--- config.mk ---
export PLATFORM = sky130hd
export DESIGN_NAME = aes_key_expand
export DESIGN_NICKNAME = d
export VERILOG_FILES = /design/src/rtl/aes_pkg.sv /design/src/rtl/aes_sbox.sv /design/src/rtl/aes_key_expand.sv
export SDC_FILE = /design/constraint.sdc
export NUM_CORES = 1
export LEC_CHECK = 0
export ABC_AREA = 1
export CAP_MARGIN = 10
export CORE_AREA = 2 2 244 246
export DETAILED_ROUTE_END_ITERATION = 8
export DIE_AREA = 0 0 246 248
export PLACE_DENSITY_LB_ADDON = 0.1
export SYNTH_ARGS = -nofsm -noshare
export SYNTH_HDL_FRONTEND = slang
export SYNTH_SLANG_ARGS = --single-unit
--- constraint.sdc ---
create_clock -name clk -period 6.6 [get_ports clk]
set_clock_uncertainty 0.1 [all_clocks]
set_input_delay 1.32 -clock clk [delete_from_list [all_inputs] [get_ports clk]]
set_output_delay 1.32 -clock clk [all_outputs]
set_load 0.01 [all_outputs]
--- src/rtl/aes_pkg.sv ---
// Shared AES types, round-count constant and round-constant lookup.
package aes_pkg;

    localparam int unsigned AES_NUM_ROUNDS = 10;
    localparam int unsigned AES_WORD_W     = 32;
    localparam int unsigned AES_BLOCK_W    = 128;

    typedef logic [AES_WORD_W-1:0]  aes_word_t;
    typedef logic [AES_BLOCK_W-1:0] aes_block_t;

    typedef enum logic {
        IDLE   = 1'b0,
        EXPAND = 1'b1
    } aes_ks_state_t;

    // Round constant used to derive round key idx+1 from round key idx.
    function automatic logic [7:0] aes_rcon(input logic [3:0] idx);
        case (idx)
            4'd0:    return 8'h01;
            4'd1:    return 8'h02;
            4'd2:    return 8'h04;
            4'd3:    return 8'h08;
            4'd4:    return 8'h10;
            4'd5:    return 8'h20;
            4'd6:    return 8'h40;
            4'd7:    return 8'h80;
            4'd8:    return 8'h1b;
            4'd9:    return 8'h36;
            default: return 8'h00;
        endcase
    endfunction

endpackage

--- src/rtl/aes_sbox.sv ---
// Combinational AES forward S-box, one byte in, one byte out.
module aes_sbox (
    input  logic [7:0] data,
    output logic [7:0] subst
);

    // Row-major table: entry 0 occupies the top byte.
    localparam logic [2047:0] SBOX_TABLE = {
        128'h637c777bf26b6fc53001672bfed7ab76,
        128'hca82c97dfa5947f0add4a2af9ca472c0,
        128'hb7fd9326363ff7cc34a5e5f171d83115,
        128'h04c723c31896059a071280e2eb27b275,
        128'h09832c1a1b6e5aa0523bd6b329e32f84,
        128'h53d100ed20fcb15b6acbbe394a4c58cf,
        128'hd0efaafb434d338545f9027f503c9fa8,
        128'h51a3408f929d38f5bcb6da2110fff3d2,
        128'hcd0c13ec5f974417c4a77e3d645d1973,
        128'h60814fdc222a908846eeb814de5e0bdb,
        128'he0323a0a4906245cc2d3ac629195e479,
        128'he7c8376d8dd54ea96c56f4ea657aae08,
        128'hba78252e1ca6b4c6e8dd741f4bbd8b8a,
        128'h703eb5664803f60e613557b986c11d9e,
        128'he1f8981169d98e949b1e87e9ce5528df,
        128'h8ca1890dbfe6426841992d0fb054bb16
    };

    logic [10:0] bit_hi;

    assign bit_hi = 11'h7ff - {data, 3'b000};
    assign subst  = SBOX_TABLE[bit_hi -: 8];

endmodule

--- src/rtl/aes_key_expand.sv ---
// Iterative AES-128 key schedule streaming round keys 0..10 over a valid/ready handshake.
// Define AES_KEY_CACHE_EN to add an 11-entry round-key cache with a random-access read port.
module aes_key_expand
    import aes_pkg::*;
#(
    parameter int unsigned NUM_ROUNDS = AES_NUM_ROUNDS
) (
    input  logic         clk,
    input  logic         reset,
    input  logic         start,
    input  logic [127:0] key_in,
    input  logic         rk_ready,
    output logic         rk_valid,
    output logic [127:0] rk_data,
    output logic [3:0]   rk_idx,
    output logic         busy,
    output logic         done
`ifdef AES_KEY_CACHE_EN
    ,
    input  logic [3:0]   cache_idx,
    output logic [127:0] cache_key
`endif
);

    if (NUM_ROUNDS != AES_NUM_ROUNDS) begin : g_bad_rounds
        $error("aes_key_expand: NUM_ROUNDS must be %0d", AES_NUM_ROUNDS);
    end

    localparam logic [3:0] LAST_IDX = 4'(AES_NUM_ROUNDS);

    aes_ks_state_t state;
    aes_word_t     w0, w1, w2, w3;
    aes_word_t     rot_w, sub_w, t_w;
    aes_word_t     n0, n1, n2, n3;
    aes_block_t    next_key;
    logic [3:0]    next_idx;

    // next_key(): RotWord -> SubWord -> Rcon, then the running XOR across words.
    assign {w0, w1, w2, w3} = rk_data;
    assign rot_w = {w3[23:0], w3[31:24]};

    for (genvar i = 0; i < 4; i++) begin : g_sbox
        aes_sbox u_sbox (
            .data  (rot_w[8*i +: 8]),
            .subst (sub_w[8*i +: 8])
        );
    end

    assign t_w      = sub_w ^ {aes_rcon(rk_idx), 24'h000000};
    assign n0       = w0 ^ t_w;
    assign n1       = n0 ^ w1;
    assign n2       = n1 ^ w2;
    assign n3       = n2 ^ w3;
    assign next_key = {n0, n1, n2, n3};
    assign next_idx = rk_idx + 4'd1;

`ifdef AES_KEY_CACHE_EN
    aes_block_t cache_mem [0:AES_NUM_ROUNDS];

    assign cache_key = (cache_idx <= LAST_IDX) ? cache_mem[cache_idx] : '0;
`endif

    always_ff @(posedge clk or posedge reset) begin
        if (reset) begin
            state    <= IDLE;
            rk_valid <= 1'b0;
            rk_data  <= '0;
            rk_idx   <= '0;
            busy     <= 1'b0;
            done     <= 1'b0;
`ifdef AES_KEY_CACHE_EN
            for (int i = 0; i <= int'(AES_NUM_ROUNDS); i++) begin
                cache_mem[i] <= '0;
            end
`endif
        end else begin
            done <= 1'b0;
            case (state)
                IDLE: begin
                    if (start) begin
                        rk_data  <= key_in;
                        rk_idx   <= '0;
                        rk_valid <= 1'b1;
                        busy     <= 1'b1;
                        state    <= EXPAND;
`ifdef AES_KEY_CACHE_EN
                        cache_mem[0] <= key_in;
`endif
                    end
                end
                EXPAND: begin
                    // rk_data/rk_idx/rk_valid hold unless the consumer takes the key.
                    if (rk_valid && rk_ready) begin
                        if (rk_idx == LAST_IDX) begin
                            rk_valid <= 1'b0;
                            rk_idx   <= '0;
                            busy     <= 1'b0;
                            done     <= 1'b1;
                            state    <= IDLE;
                        end else begin
                            rk_data <= next_key;
                            rk_idx  <= next_idx;
`ifdef AES_KEY_CACHE_EN
                            cache_mem[next_idx] <= next_key;
`endif
                        end
                    end
                end
                default: state <= IDLE;
            endcase
        end
    end

endmodule
Yosys cells after proc, flatten, opt, wreduce, memory -nomap -nowiden
Memory sizes are Yosys's and may differ from the RTL's.
Cells that the tools add are included.
Widths: inputs -> output; s select.
{"block": "totals", "register_bits": 135, "mem_bits_ro": 128, "inputBits": 132, "output_inout_bits": 135, "elab_cells": 49, "memories": 1}
{"block": "op_classes", "n_addsub": 5, "n_eq_ne": 5, "shift": 4, "n_mux": 19, "bitwise_logic": 6, "n_reduce_logical": 4}
{"name": "(name not given)", "words": 16, "width": 8, "read_ports": 1, "rd_ports_with_merged_regs": 0, "wr": 0, "line": "aes_pkg.sv:18", "text": "case (idx)"}
{"op": "$shiftx 2055x12->8 const A", "n": 4}
{"op": "$mux 128", "n": 3}
{"op": "$pmux 128 s2", "n": 1}
{"op": "$xor 32x32->32", "n": 5}
{"op": "$sub 11x11->11 const A", "n": 4}
{"op": "$mux 4", "n": 3}
{"op": "$mux 1", "n": 9}
{"op": "$pmux 4 s2", "n": 1}
{"op": "$reduce_and 3->1", "n": 2}
{"op": "$add 4x1->4 const B", "n": 1}
{"op": "$eq 4x4->1 const B", "n": 1}
{"op": "$ne 2x1->1 const B", "n": 2}
{"op": "$ne 2x2->1 const B", "n": 2}
{"op": "$pmux 1 s2", "n": 2}
{"op": "$reduce_and 2->1", "n": 1}
{"op": "$logic_and 1x1->1", "n": 1}
{"op": "$not 1->1", "n": 1}

Longest topological paths before layout
{"block": "logic_depth", "ltp_word": 10, "depth_mapped": 24, "depth_no_buf": 22}

Cells and area by module
From an unflattened synthesis, not the netlist that was laid out.
{"block": "unflattened", "cells_unflattened": 3611, "area_unflattened_um2": 19660.1}
{"module": "aes_sbox", "instances": 4, "cells_each": 634, "area_per_inst_um2": 2956.6, "seq_area_each_um2": 0.0}
{"module": "aes_key_expand", "instances": 1, "cells_each": 1075, "area_per_inst_um2": 7833.8, "seq_area_each_um2": 3378.2}

Worst setup path before layout
Ideal clock, no wire load.
{"block": "synth_path", "path_kind": "reg2reg", "start": "register rk_data[25]", "end": "register rk_data[7]", "setup_ps": 116, "arrival_ps": 2836, "t_required_ps": 6384, "path_slack_ps": 3547, "path_stages_with_launch": 23, "n_path_buf": 1, "synth_period_minus_slack_ps": 3053, "cell_sequence": "dfrtp_1 > buf_4 > clkinv_1 > ha_1 > inv_1 > nand2_1 > nand2_1 > inv_1 > nand2_1 > nand2_1 > nand3_1 > nand3_1 > nand3_1 > nand2_1 > nand2_1 > nand3_1 > nand2_1 > nand2_1 > nand2_1 > nand2_1 > nand3_1 > nand2_1 > nand2_1"}
{"block": "synth_via", "elab_chain_cells": 10}
{"item": "from (decl)", "line": "aes_key_expand.sv:14", "text": "output logic [127:0] rk_data,"}
{"item": "from (signal assigned)", "line": "aes_key_expand.sv:81", "text": "rk_data <= key_in;"}
{"item": "from (signal assigned)", "line": "aes_key_expand.sv:101", "text": "rk_data <= next_key;"}
{"item": "$sub 11x11->11", "line": "aes_sbox.sv:29", "text": "assign bit_hi = 11'h7ff - {data, 3'b000};"}
{"item": "$shiftx 2055x12->8", "line": "aes_sbox.sv:30", "text": "assign subst = SBOX_TABLE[bit_hi -: 8];"}
{"item": "$xor 32x32->32", "line": "aes_key_expand.sv:49", "text": "assign t_w = sub_w ^ {aes_rcon(rk_idx), 24'h000000};"}
{"item": "$xor 32x32->32", "line": "aes_key_expand.sv:50", "text": "assign n0 = w0 ^ t_w;"}
{"item": "$xor 32x32->32", "line": "aes_key_expand.sv:51", "text": "assign n1 = n0 ^ w1;"}
{"item": "$xor 32x32->32", "line": "aes_key_expand.sv:52", "text": "assign n2 = n1 ^ w2;"}
{"item": "$xor 32x32->32", "line": "aes_key_expand.sv:53", "text": "assign n3 = n2 ^ w3;"}
{"item": "$mux 128", "line": "aes_key_expand.sv:94", "text": "if (rk_idx == LAST_IDX) begin"}
{"item": "$mux 128", "line": "aes_key_expand.sv:93", "text": "if (rk_valid && rk_ready) begin"}
{"item": "$pmux 128 s2", "line": "aes_key_expand.sv:78", "text": "case (state)"}
Every way passes these cells. The select of a mux whose other input is x is not followed.
A chain may end at the register's enable or synchronous reset.

Final worst setup path
{"block": "layout_path", "start": "register rk_data[1]", "end": "register rk_data[8]"}
Same word-level chain as after synthesis.

==> impl_metrics.json <==
{
  "drive_above_1_share_pct": 3.37,
  "insertion_delay_ns": 0.49,
  "die_area_um2": 61000,
  "synth_area_um2": 20300,
  "yosysTopAreaCell": "nand3_1",
  "crit_slowest_cell": "dfrtp_1",
  "finalHoldViolations": 0,
  "path_delay_family": "simple AND/OR/NAND/NOR gates",
  "fp-row-count": 89,
  "synthTopCellsByCount": "nand3_1, nand2_1, nor2_1",
  "finalSetupViolations": 0,
  "dp.cells": 4599,
  "drt-wirelength-per-cell_um": 21.5,
  "die_x_um": 246,
  "synth_cell_types": 33,
  "hold_path_class": "reg2reg",
  "fin_crit_sh_pct": 67.0,
  "crit_buf_inv": 3,
  "crit_required_ns": 6.87,
  "max_stage_delay_ns": 0.83,
  "whs_endpoint": "rk_data[69]$_DFFE_PP0P_",
  "timing.rr.start": "rk_data[1]$_DFFE_PP0P_",
  "cts_sinks": 135,
  "synthCells": 3792,
  "tritoncts": "built",
  "synth_most_common_cell": "nand3_1",
  "dieHeight_um": 248,
  "worst_pin_slew_ns": 1.18,
  "timing.fmax_ghz": 0.226,
  "clockRootBuffer": "clkbuf_16",
  "cts.path.max_buffers": 2,
  "fillers": 6628,
  "hold_start": "rk_data[69]$_DFFE_PP0P_",
  "grt_max_degree": 103,
  "antenna_left": 0,
  "holdPathStages": 2,
  "first_pass_iters": 7,
  "grt_overflow": 0,
  "grt_pass1_wl_mm": 152,
  "final_util_pct": 40.5,
  "crit_top_cell": "nand2_1",
  "max_slew_margin_pct": 21.5,
  "port_buffers": 266,
  "ff2ff_path_depth": 21,
  "synthFlopType": "dfrtp_1",
  "ys_ff_latch": 135,
  "rsz0062_at_grt": "no",
  "timing.max_cap.violations": 0,
  "report.final.slew_viol_count": 0,
  "grt.total_usage_pct": 31.7,
  "core_um2": 58500,
  "clkSlewWorstSetupHoldPaths_ns": 0.08,
  "yosysWarnings": 0,
  "syn_nets": 3984,
  "drc": 0,
  "hold_buffers": 0,
  "async_flop_share_pct": 100,
  "r2r_slack_ns": 2.18,
  "period_minus_slack_ns": 4.42,
  "stdcell_count": 4635,
  "initial_utilization_pct": 34.7,
  "r2r-end": "rk_data[8]$_DFFE_PP0P_",
  "criticalPathCategory": "reg2reg",
  "ios": 267,
  "synth_top_area_share_pct": 32.4,
  "cts_buffers": 17,
  "synth-edff-count": 0,
  "area_growth_pct": 16.6,
  "post-cts-setup-buffer-count": 0,
  "timing.setup.tns_ns": 0,
  "dp_hpwl_mm": 68.9,
  "crit_path_start_kind": "flop",
  "yosysSeqAreaShare_pct": 16.7,
  "via_per_inst": 5.96,
  "syn_area_per_cell_um2": 5.35,
  "antenna_found_initial": 5,
  "drtIter0Drc": 4052,
  "path_cells": "clkinv_1 > ha_1 > inv_1 > nand2_1 > nand2_1 > inv_1 > nand2_1 > nand2_1 > nand2_1 > nand2_1 > nand3_1 > nand3_1 > nand2_1 > nand2_1 > nand3_1 > nand3_1 > nand2_1 > nand2_1 > nand3_1 > nand2_1 > nand2_1",
  "cts_resized": 0,
  "regArea_um2": 3390,
  "gp_congestion": 1.00,
  "htreeDepth": 4,
  "vias": 27600,
  "end_kind": "flop",
  "grt_pass1_vias": 25000,
  "path_max_fanout": 17,
  "multi_input_area_um2": 14900,
  "final_net_count": 4037,
  "wl_mm": 99.6,
  "synth_area_leaders": "nand3_1, nand2_1, dfrtp_1, nor2_1, ha_1",
  "status": "finished clean",
  "arrival_ns": 4.70
}
## per-layer routing
layer	GRT usage, %	up-vias	share of wire [%]
met4	13.0	4	4.4
li1	-	13000	-
met3	6.23	295	11
met2	48.3	1810	43
met1	43.6	12500	42
met5	0	-	0.023
## logic make-up (layout without fill, tap and decap cells)
logic type,count (synthesis),after routing,share of synthesized area (%)
other,0,4,0
DFF,135,135,16.7
xor gates and xnor gates,8,8,0.345
AOI/OAI and AO/OA,373,373,10.0
buffers and inverters,489,555,10.1
adders and majority gates,60,60,3.74
and+or+nand+nor,2727,2727,59.1
## cell usage in the layout (no fill, tap or decap), drive strengths merged, types with 12 or more instances in the layout
cell / instances
nand3: 1315
nand2: 1151
clkdlybuf4s50: 266
nor2: 244
inv: 206
a21oi: 139
dfrtp: 135
o21ai: 123
o22ai: 97
ha: 59
buf: 43
clkbuf: 20
o211ai: 12
clkinv: 12
## worst max path at each step
stage	startpoint	to	slack (ns)	cells past startpoint
global placement	rk_ready	rk_data[11]$_DFFE_PP0P_	2.13	10
global route	rk_data[1]$_DFFE_PP0P_	rk_data[8]$_DFFE_PP0P_	1.89	21
finish	rk_data[1]$_DFFE_PP0P_	rk_data[8]$_DFFE_PP0P_	2.18	21
detailed placement	rk_ready	rk_data[14]$_DFFE_PP0P_	2.05	10
floorplan	reset	busy$_DFFE_PP0P_	1.57	1
CTS	rk_data[1]$_DFFE_PP0P_	rk_data[10]$_DFFE_PP0P_	2.31	19
## sequential cells by signal (all words and copies together), names as in the netlist
register  cells
state         1
done          1
busy          1
rk_data     128
rk_idx        4
## worst min-delay path: cells and delay by family, from the launching register on
kind	cells	cell delay (ns)
flops	1	0.39
buf+inv	1	0.07
compound gates	1	0.08
## cell type report
class                           instances  share of cell area (%)
Multi-Input combinational cell       3168                    62.8
Sequential cell                       135                    14.3
Timing Repair Buffer                  309                    12.6
Tap cell                              773                    4.09
Inverter                              214                    3.44
Clock buffer                           20                    1.93
Clock inverter                         12                   0.735
Antenna cell                            4                  0.0423
## through the flow
stage	setup slack (ns)	area [um^2]	hold WS, ns
CTS	2.31	23700	0.484
floorplan	1.57	20300	0.490
detailed placement	2.05	23000	0.474
finish	2.18	23700	0.482
global placement	2.13	23000	0.476
global route	1.89	23700	0.514
Power is left out: the tool's default activity adds up to more than one toggle a clock period on the data nets, which glitch-free logic cannot reach.
